$ cat config.mk
export PLATFORM = sky130hd
export DESIGN_NAME = id_ex_stage
export DESIGN_NICKNAME = d
export VERILOG_FILES = /design/src/rtl/id_ex_stage.sv
export SDC_FILE = /design/constraint.sdc
export NUM_CORES = 1
export LEC_CHECK = 0
export ABC_AREA = 0
export BUFFER_PORTS_ARGS = -buffer_cell sky130_fd_sc_hd__buf_2
export CAP_MARGIN = 15
export CORE_AREA = 4 4 130 132
export DETAILED_ROUTE_END_ITERATION = 8
export DIE_AREA = 0 0 134 136
export PLACE_DENSITY = 0.74
export SETUP_SLACK_MARGIN = 0.1
export SLEW_MARGIN = 5
export SYNTH_ARGS = -nofsm -noshare
export SYNTH_HDL_FRONTEND = slang
export SYNTH_SLANG_ARGS = --single-unit
$ cat constraint.sdc
create_clock -name clock -period 3 [get_ports clock]
set_input_delay 0.6 -clock clock [delete_from_list [all_inputs] [get_ports clock]]
set_output_delay 0.6 -clock clock [all_outputs]
set_load 0.01 [all_outputs]
$ cat src/rtl/id_ex_stage.sv
// ID/EX pipeline register with EX/MEM and MEM/WB operand forwarding,
// load-use hazard detection and a saturating count of inserted stall bubbles.
module id_ex_stage #(
   parameter int CTRL_W = 8,
   parameter int CNT_W  = 16
) (
   input  logic              clock,
   input  logic              reset,
   input  logic              id_valid,
   input  logic [4:0]        id_rs,
   input  logic [4:0]        id_rt,
   input  logic [4:0]        id_rd,
   input  logic [31:0]       id_imm,
   input  logic [CTRL_W-1:0] id_ctrl,
   input  logic [31:0]       rf_data_1,
   input  logic [31:0]       rf_data_2,
   input  logic              exmem_reg_write,
   input  logic [4:0]        exmem_rd,
   input  logic [31:0]       exmem_result,
   input  logic              memwb_reg_write,
   input  logic [4:0]        memwb_rd,
   input  logic [31:0]       memwb_result,
   input  logic              flush,
   output logic              stall_out,
   output logic              ex_valid,
   output logic [31:0]       ex_op_a,
   output logic [31:0]       ex_op_b,
   output logic [31:0]       ex_imm,
   output logic [4:0]        ex_rs,
   output logic [4:0]        ex_rt,
   output logic [4:0]        ex_rd,
   output logic [CTRL_W-1:0] ex_ctrl,
   output logic [CNT_W-1:0]  stall_count
);

   localparam logic [CNT_W-1:0] CNT_MAX = {CNT_W{1'b1}};
   localparam logic [CNT_W-1:0] CNT_ONE = {{(CNT_W-1){1'b0}}, 1'b1};

   logic [31:0] fwd_a;
   logic [31:0] fwd_b;
   logic        hz;

   // The youngest producer (EX/MEM) wins; r0 is never forwarded.
   function automatic logic [31:0] forward(
      input logic [4:0]  src,
      input logic [31:0] rf,
      input logic        em_we,
      input logic [4:0]  em_rd,
      input logic [31:0] em_res,
      input logic        mw_we,
      input logic [4:0]  mw_rd,
      input logic [31:0] mw_res
   );
      logic [31:0] sel;
      sel = rf;
      if (src != 5'd0) begin
         if (em_we && (em_rd == src))
            sel = em_res;
         else if (mw_we && (mw_rd == src))
            sel = mw_res;
      end
      return sel;
   endfunction

   always_comb begin
      fwd_a = forward(id_rs, rf_data_1, exmem_reg_write, exmem_rd, exmem_result,
                      memwb_reg_write, memwb_rd, memwb_result);
      fwd_b = forward(id_rt, rf_data_2, exmem_reg_write, exmem_rd, exmem_result,
                      memwb_reg_write, memwb_rd, memwb_result);
   end

   always_comb begin
      hz = ex_valid && ex_ctrl[1] && (ex_rd != 5'd0) && id_valid &&
           ((ex_rd == id_rs) || (ex_rd == id_rt));
      stall_out = hz && !flush;
   end

   always_ff @(posedge clock) begin
      if (!reset) begin
         ex_valid    <= 1'b0;
         ex_op_a     <= '0;
         ex_op_b     <= '0;
         ex_imm      <= '0;
         ex_rs       <= '0;
         ex_rt       <= '0;
         ex_rd       <= '0;
         ex_ctrl     <= '0;
         stall_count <= '0;
      end else if (flush || stall_out) begin
         ex_valid <= 1'b0;
         ex_op_a  <= '0;
         ex_op_b  <= '0;
         ex_imm   <= '0;
         ex_rs    <= '0;
         ex_rt    <= '0;
         ex_rd    <= '0;
         ex_ctrl  <= '0;
         // Only load-use bubbles are counted, never flush bubbles.
         if (!flush && (stall_count != CNT_MAX))
            stall_count <= stall_count + CNT_ONE;
      end else begin
         ex_valid <= id_valid;
         ex_op_a  <= fwd_a;
         ex_op_b  <= fwd_b;
         ex_imm   <= id_imm;
         ex_rs    <= id_rs;
         ex_rt    <= id_rt;
         ex_rd    <= id_rd;
         ex_ctrl  <= id_ctrl;
      end
   end

endmodule

**After elaboration in Yosys (flattened, before gate mapping)**

Cells that the tools add are included.

- Flip-flop bits (word level): 136
- Logic and storage cells: 42
- Output and inout bits: 137

- Mux-type cells: 6
- Reductions and logical operators: 18
- Add/sub/neg operators: 1
- Bitwise gates (word level): 1
- Equality and inequality tests: 7

Operators by type and width:

| operator | number |
|---|---|
| two-way mux 32 bit | 6 |
| equality test 5 bit | 6 |
| adder 16 x 1 -> 16 bit, second input constant | 1 |
| != test 16 bit, second input constant | 1 |
| nonzero test 5 bit | 3 |
| logical AND 1 bit | 10 |
| logical OR 1 bit | 2 |
| AND reduction 2 bit | 1 |
| OR reduction 2 bit | 1 |
| logical NOT 1 bit | 1 |
| NOT 1 bit | 1 |

**Depth between registers and ports, before layout**

- Word-level depth: 7
- Depth in mapped cells: 9
- Gate-level depth less buffers: 7

**Worst setup path before layout**

OpenSTA, ideal clock, no wires.

- Kind: input port to flip-flop
- Start point: input port id_rs[2]
- End point: register stall_count[14]
- Path slack: 0.871 ns
- Buffers on the path: 1
- Required time: 2.930 ns
- Data arrival time: 2.059 ns
- Stages: 7
- Cell sequence: xor2_1 > nor3_1 > a22oi_1 > or2_1 > buf_2 > or4_1 > a21oi_1

- Cells in the longest elaborated chain, start to end: 6

RTL lines:

| what | line | text |
|---|---|---|
| from (decl) | 10 | `input logic [4:0] id_rs,` |
| equality test 5 bit | 74 | `((ex_rd == id_rs) \|\| (ex_rd == id_rt));` |
| logical OR 1 bit | 74 |  |
| logical AND 1 bit | 73 | `hz = ex_valid && ex_ctrl[1] && (ex_rd != 5'd0) && id_valid &&` |
| logical AND 1 bit | 75 | `stall_out = hz && !flush;` |
| logical OR 1 bit | 89 | `end else if (flush \|\| stall_out) begin` |
| AND reduction 2 bit (no source line) | - |  |
| to (signal assigned) | 100 | `stall_count <= stall_count + CNT_ONE;` |
| to (decl) | 33 | `output logic [CNT_W-1:0] stall_count` |

No other way between the ends.
A chain may end at the register's enable or synchronous reset.

**Worst setup path in the final report**

- Start point: register ex_rd[0]
- End point: output port stall_out

- Cells in the longest elaborated chain, start to end: 5
- Elaborated cells on any way between the ends: 8
- Classes of those cells: eq/ne (2); reduce/logical (6)

RTL lines:

| what | line | text |
|---|---|---|
| from (decl) | 31 | `output logic [4:0] ex_rd,` |
| from (signal assigned) | 108 | `ex_rd <= id_rd;` |
| nonzero test 5 bit | 73 |  |
| logical AND 1 bit (2 in a row) | 73 |  |
| logical AND 1 bit (*) | 73 |  |
| logical AND 1 bit (*) | 75 |  |
| to (decl) | 24 | `output logic stall_out,` |

Mark *: on every way between the ends. The rest lies on a longest branch, timed or not.

==> flow_summary_export.csv <==
group,metric,value,unit
run_status,status,"finished, final reports clean",
synthesis,synth_top_area_cell,"dfxtp_1",
synthesis,synth_top_family_by_area,"compound AO/OA/AOI/OAI gates",
grt,gr-total-overflow,0,
synthesis,yosys.area.top_type_share,52.8,%
critical_path,end_kind,"primary output",
synthesis,ys_seq_area_share,52.8,%
synthesis,synth_area_leaders,"dfxtp_1 53%, o22ai_1 7.8%, and2_1 6.9%",
critical_path,cp-start-kind,"register",
cts,clk_latency,0.41,ns
synthesis,post-synth-top-count-cell,"dfxtp_1",
cts,cts_buffers,17,
critical_path,critPathMaxFanout,7,
cts,cts_setup_buffers,0,
timing,slew_violations,0,
critical_path,crit_arrival,1.85,ns
drt,drt_iter0_markers,284,
placement,place_congestion,0.874,
synthesis,syn_area,0.00516,mm^2
cts,clkSlewWorstSetupHoldPaths,0.06,ns
timing,max-slew-margin-rel,62.3,%
power,p_switching,1.02,mW
synthesis,synth_cell_types,36,
placement,dp_hpwl,14500,um
floorplanning,core,0.0157,mm^2
timing,worst_pin_slew,0.566,ns
synthesis,synth_xor_area_share,5.77,%
floorplanning,initial_core_util,32.8,%
grt,grt_max_degree,51,
timing,fmax,409,MHz
power,p_seq_share,43.8,%
cts,htree_levels,4,
drt,post_drt_wl_per_cell,17.4,um
timing,period_needed,2.45,ns
synthesis,syn-num-nets,762,
timing,worst_clock_skew,0.00856,ns
drt,vias,5575,
cts,cts_root_buffer,"clkbuf_16",
power,comb_power_share,10.3,%
drt,drtAntennaViolNets,0,
floorplanning,io_pins,336,
grt,antenna_found_initial,3,
cts,cts_sinks,136,
power,switching_share,23.5,%
synthesis,avgSynthCellArea,9.18,um^2
cts,ctsHoldBuffers,0,
layout,layout.nets,1089,
synthesis,synthTopCellsByCount,"136 x dfxtp_1, 67 x a21oi_1, 65 x o21ai_0",
power,p_per_area,566,mW/mm^2
grt,grt_pass1_vias,5463,
cts,cts_buffer_depth,2,
critical_path,worstPathRequired,2.40,ns
drt,drc,0,
power,power_frac_clock,45.9,%
synthesis,synth.area.mux_share,0.388,%
grt,grt_pass1_wl,28400,um
power,finalPower,4.33,mW
synthesis,synthCells,562,
cts,cts_resized,0,
timing,fin_tns_setup,0,ns
critical_path,crit_type,"reg -> out",
drt,dr.pass1.iters,5,
timing,min_period_over_period,81.5,%
drt,via_per_inst,4.99,
synthesis,synth_compound_area_share,23.4,%
power,intPower,3.31,mW
drt,routed_wl,19400,um
floorplanning,fp-row-count,46,
timing,setup_viol_count_final,0,
power,p_leak,3.69,nW
placement,place_area,0.00709,mm^2
placement,io_buffers,335,
layout,drive_gt1_share,42.4,%
synthesis,synthArstFlopShare,0,%
layout,final_util,48.7,%
floorplanning,fp.dieArea,0.0182,mm^2
synthesis,synth-simple-area-share,14.1,%
synthesis,ys_ff_latch,136,
layout,fillers,1564,
synthesis,synth-edff-count,0,
cts,cts_tree,"yes",
grt,grtUsageTotal,20.1,%
synthesis,synth_adder_area_share,0.242,%
layout,finalInstanceArea,0.00765,mm^2
floorplanning,die_h,136,um
hold_path,min_path_type,"in -> reg",
synthesis,ys.flop_type,"dfxtp_1",
power,ir_drop,0.000329,V
timing,hold_viol,0,
timing,rsz0062_at_grt,"no",
job,cap_viol_max_count,0,
floorplanning,die_x,134,um
synthesis,yosysWarnings,0,
layout,area_growth,48.3,%
[stage by stage]
stage          std cells  setup WS (ns)  hold WS [ns]
5_1_grt             1118          0.380         0.376
3_5_place_dp        1086          0.443         0.502
4_1_cts             1117          0.533         0.367
6_report            1118          0.555         0.386
2_1_floorplan        562          0.871         0.506
3_3_place_gp        1086          0.465         0.488
[worst max-delay path: stages, from the launching register on]
cell     delay, ns
dfxtp_1       0.44
xor2_1        0.18
nor3_1        0.07
a22oi_1       0.48
nor3_1        0.10
buf_2         0.17
[layout by cell type (no fill, tap or decap), drive strengths merged, types with 5 or more instances in the layout]
master	instances
or4	5
xor2	26
dfxtp	136
clkbuf	24
nor4	6
buf	349
o22ai	64
o21ai	65
and2	57
nor3	7
nand3	9
xnor2	8
a21oi	67
nand2	21
nand2b	6
nor2	14
[flip-flops by register name, indices dropped and copies added, names as in the netlist]
| register | cells |
|---|---|
| ex_imm | 32 |
| ex_rd | 5 |
| ex_rt | 5 |
| ex_ctrl | 8 |
| ex_valid | 1 |
| ex_op_a | 32 |
| ex_op_b | 32 |
| stall_count | 16 |
| ex_rs | 5 |
[power by group through the flow]
| stage | registers, mW | logic, mW | clock network (mW) |
|---|---|---|---|
| 2_1_floorplan | 1.97 | 0.134 | 0 |
| 3_3_place_gp | 1.93 | 0.444 | 0 |
| 3_5_place_dp | 1.94 | 0.447 | 0 |
| 4_1_cts | 1.90 | 0.448 | 2.02 |
| 5_1_grt | 1.90 | 0.489 | 2.11 |
| 6_report | 1.90 | 0.445 | 1.99 |
[area by class of cell]
| type | count | area, um^2 | share of cell area (%) |
|---|---|---|---|
| sequential | 136 | 2720 | 35.6 |
| multi-input combinational | 382 | 2280 | 29.8 |
| timing repair buffer | 349 | 1810 | 23.6 |
| inverter | 3 | 11.3 | 0.147 |
| antenna | 1 | 2.50 | 0.0327 |
| clock buffer | 24 | 492 | 6.42 |
| clock inverter | 7 | 68.8 | 0.899 |
| tap | 216 | 270 | 3.53 |
[final timing paths]
check | from | end | slack, ns | cells after the start
max | ex_rd[0] | stall_out | 0.55 | 5
min | id_imm[31] | ex_imm[31] | 0.39 | 2
max reg2reg | ex_rd[2] | stall_count[14] | 0.63 | 6
min reg2reg | stall_count[13] | stall_count[13] | 0.51 | 2
[per-layer routing]
metal | track usage [%] | vias to the layer above | share of wire (%)
met5 | 0 | - | 0.12
met4 | 9.37 | 4 | 3.5
met3 | 6.85 | 54 | 9.3
met2 | 33.9 | 307 | 49
met1 | 22.9 | 2542 | 39
li1 | - | 2668 | -
[cells by family (layout without fill, tap and decap cells)]
group                      count (synthesis)  after routing
and+or+nand+nor                          132            132
other                                      0              1
DFF                                      136            136
xor gates and xnor gates                  34             34
muxes                                      2              2
AOI/OAI and AO/OA                        213            213
buffers and inverters                     44            383
adders and majority gates                  1              1
(Power assumes the default switching activity.)
